`src/rtl/en_univ_shift_reg.sv`:
```
// Enable-gated universal shift register: hold / shift left / shift right / parallel load,
// optional rotate, saturating shift counter and a one-cycle done pulse at WIDTH shifts.
module en_univ_shift_reg #(
  parameter int                 WIDTH     = 8,
  parameter bit                 ROTATE    = 1'b0,
  parameter logic [WIDTH-1:0]   RESET_VAL = '0,
  localparam int                CW        = $clog2(WIDTH+1)
) (
  input  logic             clk,
  input  logic             reset,
  input  logic             en,
  input  logic [1:0]       mode,
  input  logic             sin,
  input  logic [WIDTH-1:0] d,
  output logic [WIDTH-1:0] q,
  output logic [WIDTH-1:0] qbar,
  output logic             sout_l,
  output logic             sout_r,
  output logic [CW-1:0]    cnt,
  output logic             done
);

  localparam logic [CW-1:0] CNT_MAX  = CW'(WIDTH);
  localparam logic [CW-1:0] CNT_LAST = CW'(WIDTH - 1);

  typedef enum logic [1:0] {
    MODE_HOLD = 2'b00,
    MODE_SHL  = 2'b01,
    MODE_SHR  = 2'b10,
    MODE_LOAD = 2'b11
  } mode_e;

  logic in_l;
  logic in_r;
  logic is_shift;

  assign in_l     = ROTATE ? q[WIDTH-1] : sin;
  assign in_r     = ROTATE ? q[0]       : sin;
  assign is_shift = (mode == MODE_SHL) || (mode == MODE_SHR);

  always_ff @(posedge clk) begin
    if (reset) begin
      q    <= RESET_VAL;
      cnt  <= '0;
      done <= 1'b0;
    end else if (!en) begin
      done <= 1'b0;
    end else begin
      done <= 1'b0;
      case (mode_e'(mode))
        MODE_SHL:  q <= {q[WIDTH-2:0], in_l};
        MODE_SHR:  q <= {in_r, q[WIDTH-1:1]};
        MODE_LOAD: q <= d;
        default:   q <= q;
      endcase
      if (mode == MODE_LOAD) begin
        cnt <= '0;
      end else if (is_shift && (cnt < CNT_MAX)) begin
        // done marks only the transition into saturation, never later shifts
        cnt  <= cnt + 1'b1;
        done <= (cnt == CNT_LAST);
      end
    end
  end

  assign qbar   = ~q;
  assign sout_l = q[WIDTH-1];
  assign sout_r = q[0];

endmodule

```
`config.mk`:
```
export PLATFORM = sky130hd
export DESIGN_NAME = en_univ_shift_reg
export DESIGN_NICKNAME = d
export VERILOG_FILES = /design/src/rtl/en_univ_shift_reg.sv
export SDC_FILE = /design/constraint.sdc
export NUM_CORES = 1
export LEC_CHECK = 0
export BUFFER_PORTS_ARGS = -buffer_cell sky130_fd_sc_hd__buf_2
export CAP_MARGIN = 10
export CORE_ASPECT_RATIO = 0.75
export CORE_MARGIN = 2
export CORE_UTILIZATION = 49
export DETAILED_ROUTE_END_ITERATION = 10
export PLACE_DENSITY_LB_ADDON = 0.15
export SYNTH_ARGS = -nofsm -noshare
export SYNTH_HDL_FRONTEND = slang
export SYNTH_SLANG_ARGS = --single-unit
```
`constraint.sdc`:
```
create_clock -name clk -period 2.75 [get_ports clk]
set_input_delay 0 -clock clk [delete_from_list [all_inputs] [get_ports clk]]
set_output_delay 0 -clock clk [all_outputs]
set_load 0.01 [all_outputs]
```
==> metrics.txt <==
setup TNS 0 ps; WL final approximately 1.9 mm; Pwr Total 0.000452 W; Synth area leader dfxtp_1; All-Layer GR Usage 19.2%; routed vias/inst ~5.5; most frequent cell after synthesis dfxtp_1; hold buffer count at cts 1; worst path buffer plus inverter count 0; data arrival time of the worst path around 1400 ps; first-pass GRT wire length approximately 2.9 mm; vias in the first global route 660; Final Cycle Share a little over two fifths; fin cells ~150; synth top area cells dfxtp_1 29%, a221oi_2 13%, nor3b_2 8.4%; max_slew headroom roughly three fifths; die footprint 2180 µm²; CP startpoint cnt[3]; outcome finished clean; Final #Nets approximately 150; CP max stage delay ~350 ps; Area Growth Syn to Fin 20.9%; H-tree levels 1; Core ar. between 1500 and 2000 µm²; Register Area 260 µm²; RR Startpoint cnt[3]; CP Cell Sequence nor2b_1 > o21ai_1 > o41ai_2; IO Port Bufs 36; dominant register cell in the synthesized netlist dfxtp_1; largest fanout on the critical path 5; first-pass iteration count of the detailed router 4; number of routed nets with antenna violations 0; Vias 815; CTS Sinks 13; row count 13; share of cells above drive strength 1 a little under half; CTS tree done; Max clock buf depth 2; Worst Hold Class in -> reg; Hold Slack 5.92 ps; Ys Warns 0; register area share after synthesis 29.2%; maxcap violations 0; Setup Buffers After CTS 0; PD cells around 420 nW/µm²; Peak Freq between 800 and 900 MHz; Initial Util around 52%; detailed placement HPWL ~1.4 mm; Unique masters post-synth 28; Worst path slowest cell dfxtp_1; Final setup viols 0; GRT Residual Overflow 0; drt drc 0; Final Skew between 3 and 4 ps; CTS buffer count 3; Crit Path Category reg -> reg; Clock Latency Late Sink 280 ps; Hold Vio Cnt, Final 0; Post-Synthesis Cell Area roughly 890 µm²; pin count of the biggest net entering global routing 18; multi-input logic area about 520 µm²; per-cell routed wire length between 10 and 15 µm; critical path startpoint category register; peak supply drop approximately 0.27 mV; Iter 0 DRT Violations 33; Syn Inst Count 92; mean post-synth cell area between 9 and 10 µm²; Die W about 53 µm; Die H between 40 and 50 µm; # diodes 0; Required @ worst endpoint 2940 ps; post-cts sizing count 0; Slew Limit Fails 0; HP Start d[4]; kind of cell adding the most delay to the critical path compound AO/OA/AOI/OAI gates; Seq cells post-synth 13; Inst Count DP about 140; Root Buffer Master clkbuf_4; synthesized net count about 110; RePlAce Congestion 0.750; number of enable flip-flop cells after synthesis 0; RSZ-0062 raised after global routing no; Synth top area share slightly below 30%; worst-margin pin slew 605 ps; Fillers 157; Final min period 1190 ps; clock slew at reported path FFs 90 ps; initial antenna violation count 0; I/O pin cnt 37; Pleak 0.490 nW; critical path capture point type register; synth cell count leaders 13 x dfxtp_1, 12 x inv_1, 8 x a21oi_1, 8 x a221oi_2, 8 x o21ai_0; fraction of registers with async set/reset 0%
-- where the power goes --
group / internal (W) / switching [W]
sequential: 0.000199 / 0.0000134
clock: 0.0000562 / 0.0000671
combinational: 0.0000533 / 0.0000632
total: 0.000309 / 0.000144
-- metal layers --
metal  up-vias  global-route usage [%]  wire length (µm)
met4         0                    10.3                23
met3         4                    4.74               139
met2        35                    29.0               791
met5         -                       0                 0
met1       370                    25.6               958
li1        406                       -                 -
-- cell usage in the layout (no fill, tap or decap), types with 2 or more instances in the layout --
master / synthesis / layout
clkbuf_4: 0 / 3
nand2_1: 4 / 4
dfxtp_1: 13 / 13
a221oi_2: 8 / 8
nor3b_2: 6 / 6
ha_1: 5 / 5
o21ai_0: 8 / 8
inv_1: 12 / 12
a21oi_1: 8 / 8
nand3_1: 2 / 2
nor3b_1: 3 / 3
buf_2: 0 / 36
nor2b_1: 2 / 2
-- sequential cells by signal, summed over array words and instances (netlist names) --
register	flops
cnt	4
q	8
done	1
-- worst reg2reg max path: cells and delay by family (launching register included) --
kind	cells	cell delay [ps]
flops	1	350
compound gates	2	470
simple gates	1	270
-- cell families after synthesis --
group | count (synthesis) | share of synthesized area, %
AO/OA/AOI/OAI | 32 | 31.3
AND/OR/NAND/NOR | 22 | 19.1
buffers and inverters | 19 | 12.3
flip-flops | 13 | 29.2
adder cells (fa/ha/maj) | 5 | 7.01
multiplexers | 1 | 1.12
-- worst paths after layout --
kind | endpoint | slack (ps) | cells past startpoint
max | cnt[3] | 1560 | 3
min | q[4] | 6 | 3
max reg2reg | cnt[3] | 1560 | 3
min reg2reg | cnt[1] | 520 | 2
-- metrics by stage --
step | setup WS (ps) | cell area [µm²] | util, %
floorplan | 1670 | 892 | -
global placement | 1420 | 1040 | 60.4
detailed placement | 1400 | 1040 | 60.4
CTS | 1570 | 1080 | 62.6
global route | 1480 | 1080 | 62.6
finish | 1560 | 1080 | 62.6
-- cell type report --
| type | instances | area share, % |
|---|---|---|
| multi-input combinational | 60 | 48.4 |
| timing repair buffer | 38 | 18.3 |
| inverter | 12 | 4.18 |
| clock buffer | 4 | 2.44 |
| sequential | 13 | 24.1 |
| tap | 22 | 2.55 |
No activity file was read; power rests on OpenSTA's default activity.
